File: config.mk
export PLATFORM = sky130hd
export DESIGN_NAME = spaceship_weapon_controller
export DESIGN_NICKNAME = d
export VERILOG_FILES = /design/src/rtl/spaceship_pkg.sv /design/src/rtl/button_conditioner.sv /design/src/rtl/spaceship_weapon_controller.sv
export SDC_FILE = /design/constraint.sdc
export NUM_CORES = 1
export LEC_CHECK = 0
export ABC_CLOCK_PERIOD_IN_PS = 2900
export CAP_MARGIN = 20
export CORE_ASPECT_RATIO = 1.1
export CORE_MARGIN = 4
export CORE_UTILIZATION = 31
export DETAILED_ROUTE_END_ITERATION = 6
export PLACE_DENSITY = 0.49
export SLEW_MARGIN = 20
export SYNTH_ARGS = -nofsm -noshare
export SYNTH_HDL_FRONTEND = slang
export SYNTH_SLANG_ARGS = --single-unit
export TNS_END_PERCENT = 50
File: constraint.sdc
create_clock -name clk -period 2.9 [get_ports clk]
set_input_delay 0.725 -clock clk [delete_from_list [all_inputs] [get_ports clk]]
set_output_delay 0.725 -clock clk [all_outputs]
set_load 0.01 [all_outputs]
File: src/rtl/spaceship_pkg.sv
// Shared encodings for the weapon controller: salvo modes, salvo FSM states
// and the fixed spread width.
package spaceship_pkg;

  localparam logic [1:0] MODE_SINGLE = 2'b00;
  localparam logic [1:0] MODE_SPREAD = 2'b01;
  localparam logic [1:0] MODE_BURST  = 2'b10;

  localparam int SPREAD_SHOTS = 3;

  typedef enum logic [1:0] {
    IDLE     = 2'd0,
    ISSUE    = 2'd1,
    GAP      = 2'd2,
    COOLDOWN = 2'd3
  } state_e;

endpackage

File: src/rtl/button_conditioner.sv
// Raw async button -> 2-flop sync -> debounced level -> one-cycle pulse on
// the debounced rising edge.
module button_conditioner #(
  parameter int DEBOUNCE_CYCLES = 4
) (
  input  logic clk,
  input  logic reset,
  input  logic btn_raw,
  output logic btn_rise
);

  localparam int CNT_W = (DEBOUNCE_CYCLES > 1) ? $clog2(DEBOUNCE_CYCLES + 1) : 1;
  localparam logic [CNT_W-1:0] CNT_RELOAD = CNT_W'(DEBOUNCE_CYCLES - 1);

  logic             sync1_q, sync2_q;
  logic             level_q, level_d;
  logic             rise_q, rise_d;
  logic [CNT_W-1:0] cnt_q, cnt_d;

  // Down-counter of remaining disagreeing samples; any agreeing sample reloads it.
  always_comb begin
    level_d = level_q;
    rise_d  = 1'b0;
    cnt_d   = CNT_RELOAD;
    if (sync2_q != level_q) begin
      if (cnt_q == '0) begin
        level_d = sync2_q;
        rise_d  = sync2_q;
      end else begin
        cnt_d = cnt_q - 1'b1;
      end
    end
  end

  always_ff @(posedge clk or negedge reset) begin
    if (!reset) begin
      sync1_q <= 1'b0;
      sync2_q <= 1'b0;
      level_q <= 1'b0;
      rise_q  <= 1'b0;
      cnt_q   <= CNT_RELOAD;
    end else begin
      sync1_q <= btn_raw;
      sync2_q <= sync1_q;
      level_q <= level_d;
      rise_q  <= rise_d;
      cnt_q   <= cnt_d;
    end
  end

  assign btn_rise = rise_q;

endmodule

File: src/rtl/spaceship_weapon_controller.sv
// Ship weapon controller: conditioned rotate/fire buttons, wrap-around heading
// register and the salvo FSM feeding the projectile manager over valid/ready.
//
// state    | meaning
// IDLE     | waiting for a fire pulse; mode and heading latched on it
// ISSUE    | shot_valid high, holding angle/mode until accepted
// GAP      | burst spacing between accepted shot and next request
// COOLDOWN | post-salvo hold-off, fire pulses ignored
module spaceship_weapon_controller #(
  parameter int ANGLE_STEPS     = 16,
  parameter int ANGLE_W         = 4,
  parameter int DEBOUNCE_CYCLES = 4,
  parameter int BURST_COUNT     = 3,
  parameter int BURST_GAP       = 2,
  parameter int COOLDOWN_CYCLES = 8
) (
  input  logic               clk,
  input  logic               reset,
  input  logic               rotate_left,
  input  logic               rotate_right,
  input  logic               fire,
  input  logic [1:0]         mode,
  input  logic               shot_ready,
  output logic [ANGLE_W-1:0] angle_out,
  output logic               shot_valid,
  output logic [ANGLE_W-1:0] shot_angle,
  output logic [1:0]         shot_mode,
  output logic               busy
);
  import spaceship_pkg::*;

  localparam int SHOT_MAX = (BURST_COUNT > SPREAD_SHOTS) ? BURST_COUNT : SPREAD_SHOTS;
  localparam int SHOT_W   = $clog2(SHOT_MAX + 1);
  localparam int GAP_W    = (BURST_GAP > 0) ? $clog2(BURST_GAP + 1) : 1;
  localparam int CD_W     = (COOLDOWN_CYCLES > 0) ? $clog2(COOLDOWN_CYCLES + 1) : 1;
  localparam logic [ANGLE_W-1:0] ANGLE_MAX = ANGLE_W'(ANGLE_STEPS - 1);

  function automatic logic [ANGLE_W-1:0] ang_inc(input logic [ANGLE_W-1:0] a);
    return (a == ANGLE_MAX) ? '0 : a + 1'b1;
  endfunction

  function automatic logic [ANGLE_W-1:0] ang_dec(input logic [ANGLE_W-1:0] a);
    return (a == '0) ? ANGLE_MAX : a - 1'b1;
  endfunction

  logic left_pulse, right_pulse, fire_pulse;

  button_conditioner #(.DEBOUNCE_CYCLES(DEBOUNCE_CYCLES)) u_left (
    .clk(clk), .reset(reset), .btn_raw(rotate_left), .btn_rise(left_pulse));
  button_conditioner #(.DEBOUNCE_CYCLES(DEBOUNCE_CYCLES)) u_right (
    .clk(clk), .reset(reset), .btn_raw(rotate_right), .btn_rise(right_pulse));
  button_conditioner #(.DEBOUNCE_CYCLES(DEBOUNCE_CYCLES)) u_fire (
    .clk(clk), .reset(reset), .btn_raw(fire), .btn_rise(fire_pulse));

  logic [ANGLE_W-1:0] angle_q, angle_d;

  always_comb begin
    angle_d = angle_q;
    if (left_pulse && !right_pulse)      angle_d = ang_dec(angle_q);
    else if (right_pulse && !left_pulse) angle_d = ang_inc(angle_q);
  end

  always_ff @(posedge clk or negedge reset) begin
    if (!reset) angle_q <= '0;
    else        angle_q <= angle_d;
  end

  state_e             state_q;
  logic               shot_valid_q, busy_q;
  logic [ANGLE_W-1:0] shot_angle_q;
  logic [1:0]         shot_mode_q;
  logic [SHOT_W-1:0]  shot_idx_q;
  logic [GAP_W-1:0]   gap_cnt_q;
  logic [CD_W-1:0]    cd_cnt_q;
  logic               last_shot;

  // shot_mode_q only ever holds single/spread/burst; mode 11 is folded into single.
  assign last_shot = (shot_mode_q == MODE_SINGLE) ||
                     (shot_mode_q == MODE_SPREAD && shot_idx_q == SHOT_W'(SPREAD_SHOTS - 1)) ||
                     (shot_mode_q == MODE_BURST  && shot_idx_q == SHOT_W'(BURST_COUNT - 1));

  always_ff @(posedge clk or negedge reset) begin
    if (!reset) begin
      state_q      <= IDLE;
      shot_valid_q <= 1'b0;
      busy_q       <= 1'b0;
      shot_angle_q <= '0;
      shot_mode_q  <= MODE_SINGLE;
      shot_idx_q   <= '0;
      gap_cnt_q    <= '0;
      cd_cnt_q     <= '0;
    end else begin
      case (state_q)
        IDLE: begin
          if (fire_pulse) begin
            state_q      <= ISSUE;
            shot_valid_q <= 1'b1;
            busy_q       <= 1'b1;
            shot_idx_q   <= '0;
            shot_mode_q  <= (mode == MODE_SPREAD || mode == MODE_BURST) ? mode : MODE_SINGLE;
            shot_angle_q <= (mode == MODE_SPREAD) ? ang_dec(angle_q) : angle_q;
          end
        end
        ISSUE: begin
          if (shot_ready) begin
            shot_idx_q <= shot_idx_q + 1'b1;
            if (last_shot) begin
              shot_valid_q <= 1'b0;
              if (COOLDOWN_CYCLES == 0) begin
                state_q <= IDLE;
                busy_q  <= 1'b0;
              end else begin
                state_q  <= COOLDOWN;
                cd_cnt_q <= CD_W'(COOLDOWN_CYCLES - 1);
              end
            end else if (shot_mode_q == MODE_SPREAD) begin
              shot_angle_q <= ang_inc(shot_angle_q);
            end else if (BURST_GAP != 0) begin
              state_q      <= GAP;
              shot_valid_q <= 1'b0;
              gap_cnt_q    <= GAP_W'(BURST_GAP - 1);
            end
          end
        end
        GAP: begin
          if (gap_cnt_q == '0) begin
            state_q      <= ISSUE;
            shot_valid_q <= 1'b1;
          end else begin
            gap_cnt_q <= gap_cnt_q - 1'b1;
          end
        end
        COOLDOWN: begin
          if (cd_cnt_q == '0) begin
            state_q <= IDLE;
            busy_q  <= 1'b0;
          end else begin
            cd_cnt_q <= cd_cnt_q - 1'b1;
          end
        end
        default: begin
          state_q      <= IDLE;
          shot_valid_q <= 1'b0;
          busy_q       <= 1'b0;
        end
      endcase
    end
  end

  assign angle_out  = angle_q;
  assign shot_valid = shot_valid_q;
  assign shot_angle = shot_angle_q;
  assign shot_mode  = shot_mode_q;
  assign busy       = busy_q;

endmodule
## Word-level counts from Yosys, hierarchy flattened

Index checks and enable logic that the tools add are counted.

| operators by class | value |
|---|---|
| $add $sub $neg | 9 |
| $mul | 0 |
| div/mod/pow operators | 0 |
| magnitude comparators | 0 |
| equal/unequal tests | 24 |
| shift operators | 0 |
| muxes and demuxes | 51 |
| bitwise operators | 0 |
| reduce and logical (&&, ||, !) cells | 34 |

Operator list:

| cell | number |
|---|---|
| $mux 4 | 13 |
| $mux 2 | 13 |
| $reduce_and 5->1 | 4 |
| $mux 3 | 6 |
| $ne 2x2->1 const B | 9 |
| $pmux 4 s2 | 2 |
| $mux 1 | 12 |
| $eq 2x2->1 const B | 5 |
| $reduce_bool 2->1 | 5 |
| $logic_not 3->1 | 3 |
| $sub 3x1->3 const B | 3 |
| $add 4x1->4 const B | 2 |
| $eq 4x4->1 const B | 2 |
| $logic_not 4->1 | 2 |
| $pmux 2 s2 | 2 |
| $pmux 2 s4 | 1 |
| $reduce_and 2->1 | 4 |
| $sub 4x1->4 const B | 2 |
| $eq 2x1->1 const B | 3 |
| $logic_not 2->1 | 3 |
| $reduce_and 3->1 | 2 |
| $logic_and 1x1->1 | 4 |
| $reduce_and 4->1 | 1 |
| $logic_or 1x1->1 | 3 |
| other kinds (9) | 12 |

| word-level totals | value |
|---|---|
| bits in registers | 43 |
| bits in latches | 0 |
| RAM bits | 0 |
| bits in read-only memories | 0 |
| bits of input ports | 8 |
| output and inout bits | 12 |
| logic and storage cells | 142 |
| memories kept | 0 |

## Longest topological paths before layout

| logic depth | value |
|---|---|
| depth in word-level cells | 7 |
| depth in mapped cells | 6 |
| mapped depth without buffers | 6 |

## By module

From an unflattened synthesis, not the netlist that was laid out.

| second synthesis, totals | value |
|---|---|
| cell total of the unflattened synthesis | 216 |
| area, all modules | 2,255.9 um^2 |

Modules (own cells, without submodules):

| module | times used | cells an instance | area an instance (um^2) | seq. area each (um^2) |
|---|---|---|---|---|
| spaceship_weapon_controller | 1 | 156 | 1,396.3 | 550.5 |
| button_conditioner | 3 | 20 | 286.5 | 177.7 |

## Least setup slack after synthesis

OpenSTA, ideal clock, no wires.

| path | value |
|---|---|
| path kind | register -> register |
| from | register angle_q[0] (netlist: angle_out[0]) |
| to | register shot_angle_q[3] (netlist: shot_angle[3]) |
| library setup time | 0.122 ns |
| data arrival time | 1.546 ns |
| data required time | 2.778 ns |
| slack | 1.232 ns |
| cell stages (with the launch flop) | 7 |
| path buffers | 0 |
| clock period less this slack | 1.668 ns |
| path through | dfrtp_1 > inv_1 > ha_1 > o21ba_1 > o21ai_0 > a31o_2 > a32o_1 |

| between the ends | value |
|---|---|
| word-level cells in the longest chain between the ends | 5 |
| elaborated cells on any way between the ends | 6 |
| those cells by class | add/sub (1); mux (4); reduce/logical (1) |

Ends and longest elaborated chain:

| item | RTL line | text |
|---|---|---|
| from (decl) | spaceship_weapon_controller.sv:55 | `logic [ANGLE_W-1:0] angle_q, angle_d;` |
| from (signal assigned) | spaceship_weapon_controller.sv:65 | `else angle_q <= angle_d;` |
| $sub 4x1->4 or $logic_not 4->1 (tied branches) | spaceship_weapon_controller.sv:43 | `return (a == '0) ? ANGLE_MAX : a - 1'b1;` |
| $mux 4 (*) | spaceship_weapon_controller.sv:43 |  |
| $mux 4 (*) | spaceship_weapon_controller.sv:101 | `shot_angle_q <= (mode == MODE_SPREAD) ? ang_dec(angle_q) : angle_q;` |
| $mux 4 (*) | spaceship_weapon_controller.sv:95 | `if (fire_pulse) begin` |
| $pmux 4 s2 (*) | spaceship_weapon_controller.sv:93 | `case (state_q)` |
| to (signal assigned) | spaceship_weapon_controller.sv:101 |  |
| to (signal assigned) | spaceship_weapon_controller.sv:117 | `shot_angle_q <= ang_inc(shot_angle_q);` |
| to (decl) | spaceship_weapon_controller.sv:70 | `logic [ANGLE_W-1:0] shot_angle_q;` |

Mark *: on every way between the ends. The rest lies on a longest branch, timed or not. The select of a mux whose other input is x is not followed.
A chain may end at the register's enable or synchronous reset.

## Final worst setup path

| path | value |
|---|---|
| from | register angle_q[2] (netlist: angle_out[2]) |
| to | output port angle_out[2] |

RTL lines:

| item | RTL line | text |
|---|---|---|
| to (decl) | spaceship_weapon_controller.sv:24 | `output logic [ANGLE_W-1:0] angle_out,` |

No word-level cell between the ends.

==> report_table.html <==
<table>
<tr><th>Metric</th><th>Value</th></tr>
<tr><th colspan="2">Finish</th></tr>
<tr><td># nets final</td><td>261</td></tr>
<tr><td>Area grow syn2layout</td><td>17.5%</td></tr>
<tr><td># diodes</td><td>0</td></tr>
<tr><td>Final std cells w/o fill</td><td>326</td></tr>
<tr><td>Layout cells sized above 1</td><td>13.3%</td></tr>
<tr><th colspan="2">Clocking</th></tr>
<tr><td>Resize count post-CTS</td><td>0</td></tr>
<tr><td>Setup Fix Bufs, Post-CTS</td><td>0</td></tr>
<tr><td>Clock insertion delay at the later pin of the skew report</td><td>290 ps</td></tr>
<tr><td>Number of buffers created by CTS</td><td>5</td></tr>
<tr><td>Clock Pin Slew Worst Setup and Hold Paths</td><td>80 ps</td></tr>
<tr><td>Htree depth</td><td>2</td></tr>
<tr><td>Hold buffers post-CTS</td><td>0</td></tr>
<tr><td>Root buffer cell</td><td>clkbuf_8</td></tr>
<tr><td>Maximum root-to-sink buffer count</td><td>2</td></tr>
<tr><td>TritonCTS clock tree</td><td>done</td></tr>
<tr><td>TritonCTS Sinks</td><td>43</td></tr>
<tr><th colspan="2">STA</th></tr>
<tr><td>Transition time of the tightest slew-check pin</td><td>564 ps</td></tr>
<tr><td>Setup Total Neg Slack</td><td>0 ps</td></tr>
<tr><td>Relative max-transition margin</td><td>62.4%</td></tr>
<tr><td>Final clock skew</td><td>6.38 ps</td></tr>
<tr><td>Number of hold violations in the final report</td><td>0</td></tr>
<tr><td>Setup repair after global routing missed its margin</td><td>no</td></tr>
<tr><td>Worst Hold Slack</td><td>353 ps</td></tr>
<tr><td>Maximum clock frequency</td><td>0.467 GHz</td></tr>
<tr><td>Min cycle time layout</td><td>2140 ps</td></tr>
<tr><td>Max-slew violation count</td><td>0</td></tr>
<tr><td>Final worst path period share</td><td>73.9%</td></tr>
<tr><td>Number of failing setup endpoints in the final timing report</td><td>0</td></tr>
<tr><th colspan="2">Synthesis</th></tr>
<tr><td>Post-synthesis net count</td><td>239</td></tr>
<tr><td>Async S/R FF share, synth</td><td>100%</td></tr>
<tr><td>Distinct cells, synth</td><td>51</td></tr>
<tr><td>Count of flip-flops with a built-in enable after synthesis</td><td>0</td></tr>
<tr><td>Combined area of all synthesized cells</td><td>0.00225 mm2</td></tr>
<tr><td>Sequential fraction of the synthesis area</td><td>48.2%</td></tr>
<tr><td>Gate count after technology mapping</td><td>218</td></tr>
<tr><td>Flip-flop and latch count after synthesis</td><td>43</td></tr>
<tr><td>Largest area contributor in the netlist</td><td>dfrtp_1</td></tr>
<tr><td>Post-Synthesis Mean Instance Area</td><td>10.3 um2</td></tr>
<tr><td>Synth area leaders</td><td>dfrtp_1 (41%), ha_1 (7.2%), dfstp_2 (7.0%), inv_1 (4.0%), mux2i_1 (2.7%)</td></tr>
<tr><td>Commonest register cell after synthesis</td><td>dfrtp_1</td></tr>
<tr><td>Area share of the leading cell type in the synthesized netlist</td><td>41.2%</td></tr>
<tr><td>Count of synthesis-stage warnings from yosys</td><td>0</td></tr>
<tr><th colspan="2">Floorplanning</th></tr>
<tr><td>Die Y</td><td>97.3 um</td></tr>
<tr><td>Cell Rows</td><td>32</td></tr>
<tr><td>Die Area</td><td>0.00867 mm2</td></tr>
<tr><td>Starting density of the core</td><td>31.9%</td></tr>
<tr><td>Die Width</td><td>89.2 um</td></tr>
<tr><td>Number of top-level pins</td><td>20</td></tr>
<tr><td>Core Region</td><td>0.00705 mm2</td></tr>
<tr><th colspan="2">Drt</th></tr>
<tr><td>WL/cell</td><td>12.7 um</td></tr>
<tr><td>Count of antenna-violating nets left after detailed routing</td><td>0</td></tr>
<tr><td>DRC errors left</td><td>0</td></tr>
<tr><td>Vias per inst</td><td>4.85</td></tr>
<tr><td>Violation count after the first detailed-route iteration</td><td>35</td></tr>
<tr><td>Total vias in the final route</td><td>1,580</td></tr>
<tr><td>Number of detailed-routing iterations run before antenna repair</td><td>4</td></tr>
<tr><td>Final wirelength</td><td>4.13 mm</td></tr>
<tr><th colspan="2">Setup path</th></tr>
<tr><td>Number of stages on the worst setup path</td><td>1</td></tr>
<tr><td>Longest individual stage delay on the worst path</td><td>600 ps</td></tr>
<tr><td>CP Cell Sequence</td><td>clkdlybuf4s50_1</td></tr>
<tr><td>Bufs and invs on worst path</td><td>1</td></tr>
<tr><td>Required time at the worst-slack endpoint</td><td>2170 ps</td></tr>
<tr><td>Arrival time reported for the critical path endpoint</td><td>1420 ps</td></tr>
<tr><td>Worst path slowest cell</td><td>clkdlybuf4s50_1</td></tr>
<tr><td>CP startpoint kind</td><td>register</td></tr>
<tr><td>CP max FO</td><td>8</td></tr>
<tr><td>Cell family with the largest share of critical-path delay</td><td>buffers and inverters</td></tr>
<tr><td>CP Capture Type</td><td>output pin</td></tr>
<tr><td>Worst Reg-to-Reg Cells</td><td>6</td></tr>
<tr><td>Class of the most critical setup path</td><td>register to output pin</td></tr>
<tr><th colspan="2">Pwr</th></tr>
<tr><td>Power per unit of standard cell area</td><td>987 mW/mm2</td></tr>
<tr><td>Net Sw Frac</td><td>37.0%</td></tr>
<tr><td>Part of the total power dissipated in the clock network</td><td>18.7%</td></tr>
<tr><td>Sequential power share</td><td>40.7%</td></tr>
<tr><td>Combinational fraction of design power</td><td>40.6%</td></tr>
<tr><td>Internal</td><td>1640 uW</td></tr>
<tr><td>Leakage power total</td><td>0.00117 uW</td></tr>
<tr><td>Worst-case vdd ir drop</td><td>318 uV</td></tr>
<tr><td>Net switching power</td><td>964 uW</td></tr>
<tr><th colspan="2">Outcome</th></tr>
<tr><td>Status</td><td>finished, final reports clean</td></tr>
<tr><th colspan="2">GRT</th></tr>
<tr><td>Maximum number of pins on one net before global-route repair</td><td>44</td></tr>
<tr><td>Global routing met2 resource utilization</td><td>16.4%</td></tr>
<tr><td>First-pass GRT wire length</td><td>7.26 mm</td></tr>
<tr><td>Highest-utilization routing layer at the global route stage</td><td>met2</td></tr>
<tr><td>Remaining Overflow, GRT</td><td>0</td></tr>
<tr><td>Antenna violations before repair</td><td>0</td></tr>
<tr><td>GR Layer Usage met1</td><td>13.7%</td></tr>
<tr><td>Met3 routing resource usage after global routing</td><td>2.80%</td></tr>
<tr><td>Vias in the first global route</td><td>1,569</td></tr>
<tr><td>Overall track demand over capacity in global routing</td><td>10.5%</td></tr>
<tr><th colspan="2">Run</th></tr>
<tr><td>Number of maximum-capacitance constraint violations</td><td>0</td></tr>
<tr><th colspan="2">Placement</th></tr>
<tr><td>I/O Buffers</td><td>19</td></tr>
<tr><td>Count of placed standard cells including taps</td><td>318</td></tr>
<tr><td>Placer's final routability congestion estimate</td><td>0.812</td></tr>
<tr><td>Detailed-placement wirelength estimate</td><td>2.93 mm</td></tr>
<tr><th colspan="2">Worst hold path</th></tr>
<tr><td>Worst min-delay path class</td><td>register to register</td></tr>
<tr><td>Worst Hold Path Cells</td><td>0</td></tr>
</table>
[cells by family (layout without fill, tap and decap cells)]
family,Yosys count,after routing,synth area share [%]
AND/OR/NAND/NOR,65,65,15.6
AO/OA/AOI/OAI,47,47,14.9
flip-flops,43,43,48.2
buffers and inverters,31,54,5.40
adder cells (fa/ha/maj),14,14,7.69
multiplexers,12,12,5.85
XOR/XNOR,6,6,2.34
[placed cells by master, fill, tap and decap left out, types with 2 or more instances in the layout]
cell type	synthesis	layout
a22o_1	3	3
o21ai_0	7	7
clkbuf_8	0	6
nand2_1	14	14
nor3b_1	4	4
ha_1	13	13
mux2_2	4	4
a31oi_1	3	3
nor3_1	5	5
xnor2_1	3	3
o21ai_1	5	5
a21oi_1	10	10
nand3b_1	3	3
o22ai_1	2	2
nor2b_1	2	2
nand3_1	6	6
a21o_1	2	2
dfrtp_1	37	37
xor2_1	3	3
inv_1	24	24
nor2_1	16	16
nand2b_1	7	7
dfstp_2	6	6
clkdlybuf4s50_1	0	18
mux2i_1	6	6
nand4_1	2	2
inv_2	2	2
[cell usage after synthesis, drive strengths merged (2+ instances only)]
| master | n |
|---|---|
| dfrtp | 37 |
| inv | 26 |
| nor2 | 17 |
| nand2 | 14 |
| ha | 13 |
| o21ai | 13 |
| a21oi | 10 |
| nand2b | 7 |
| dfstp | 6 |
| mux2 | 6 |
| mux2i | 6 |
| nand3 | 6 |
| nor3b | 6 |
| nor3 | 5 |
| buf | 4 |
| a22o | 3 |
| a31oi | 3 |
| nand3b | 3 |
| xnor2 | 3 |
| xor2 | 3 |
| a21o | 2 |
| a221oi | 2 |
| nand4 | 2 |
| nor2b | 2 |
| o21bai | 2 |
| o22ai | 2 |
[through the flow]
stage	utilization, %	setup slack (ps)	total power (uW)	area [um2]
after floorplan	-	1230	1810	2250
after global placement	35.8	745	2140	2520
after detailed placement	35.8	735	2150	2520
after CTS	37.4	751	2650	2640
after global routing	37.4	716	2840	2640
final	37.4	756	2610	2640
[power groups by stage]
stage	Combinational [uW]	Sequential, uW	Clock [uW]
after floorplan	788	1020	0
after global placement	1070	1070	0
after detailed placement	1070	1070	0
after CTS	1080	1060	511
after global routing	1210	1100	532
final	1060	1060	487
[state kept, by name, summed over array words and instances, names as in the netlist, 2 cells and up]
register,count
angle_out,4
cd_cnt_q,4
shot_angle,4
u_fire.cnt_q,3
u_left.cnt_q,3
u_right.cnt_q,3
gap_cnt_q,2
shot_idx_q,2
shot_mode,2
state_q,2
[metal layers]
metal / wire (um) / up-vias
met3: 152 / 5
met1: 1950 / 758
met2: 1960 / 18
met5: 0 / -
li1: - / 799
met4: 65 / 0
[layout make-up]
type                    instances  area (um2)
clock buffers                   6        82.6
well taps                      85         106
multi-input cells             144        1040
fillers                       722        4410
clock inverters                 2        35.0
repair buffers                 20         193
inverters                      26        97.6
flip-flops and latches         43        1080
[final timing paths]
| check | startpoint | end | slack (ps) |
|---|---|---|---|
| worst max-delay path | angle_out[2] | angle_out[2] | 760 |
| min in group asynchronous | reset | u_fire.sync1_q | 500 |
| worst max register to register | angle_out[0] | shot_angle[3] | 1090 |
| worst min register to register | u_right.sync1_q | u_right.sync2_q | 350 |
| max in group asynchronous | reset | shot_idx_q[0] | 2010 |
| worst min-delay path | u_right.sync1_q | u_right.sync2_q | 350 |
No activity file was read; power rests on OpenSTA's default activity.
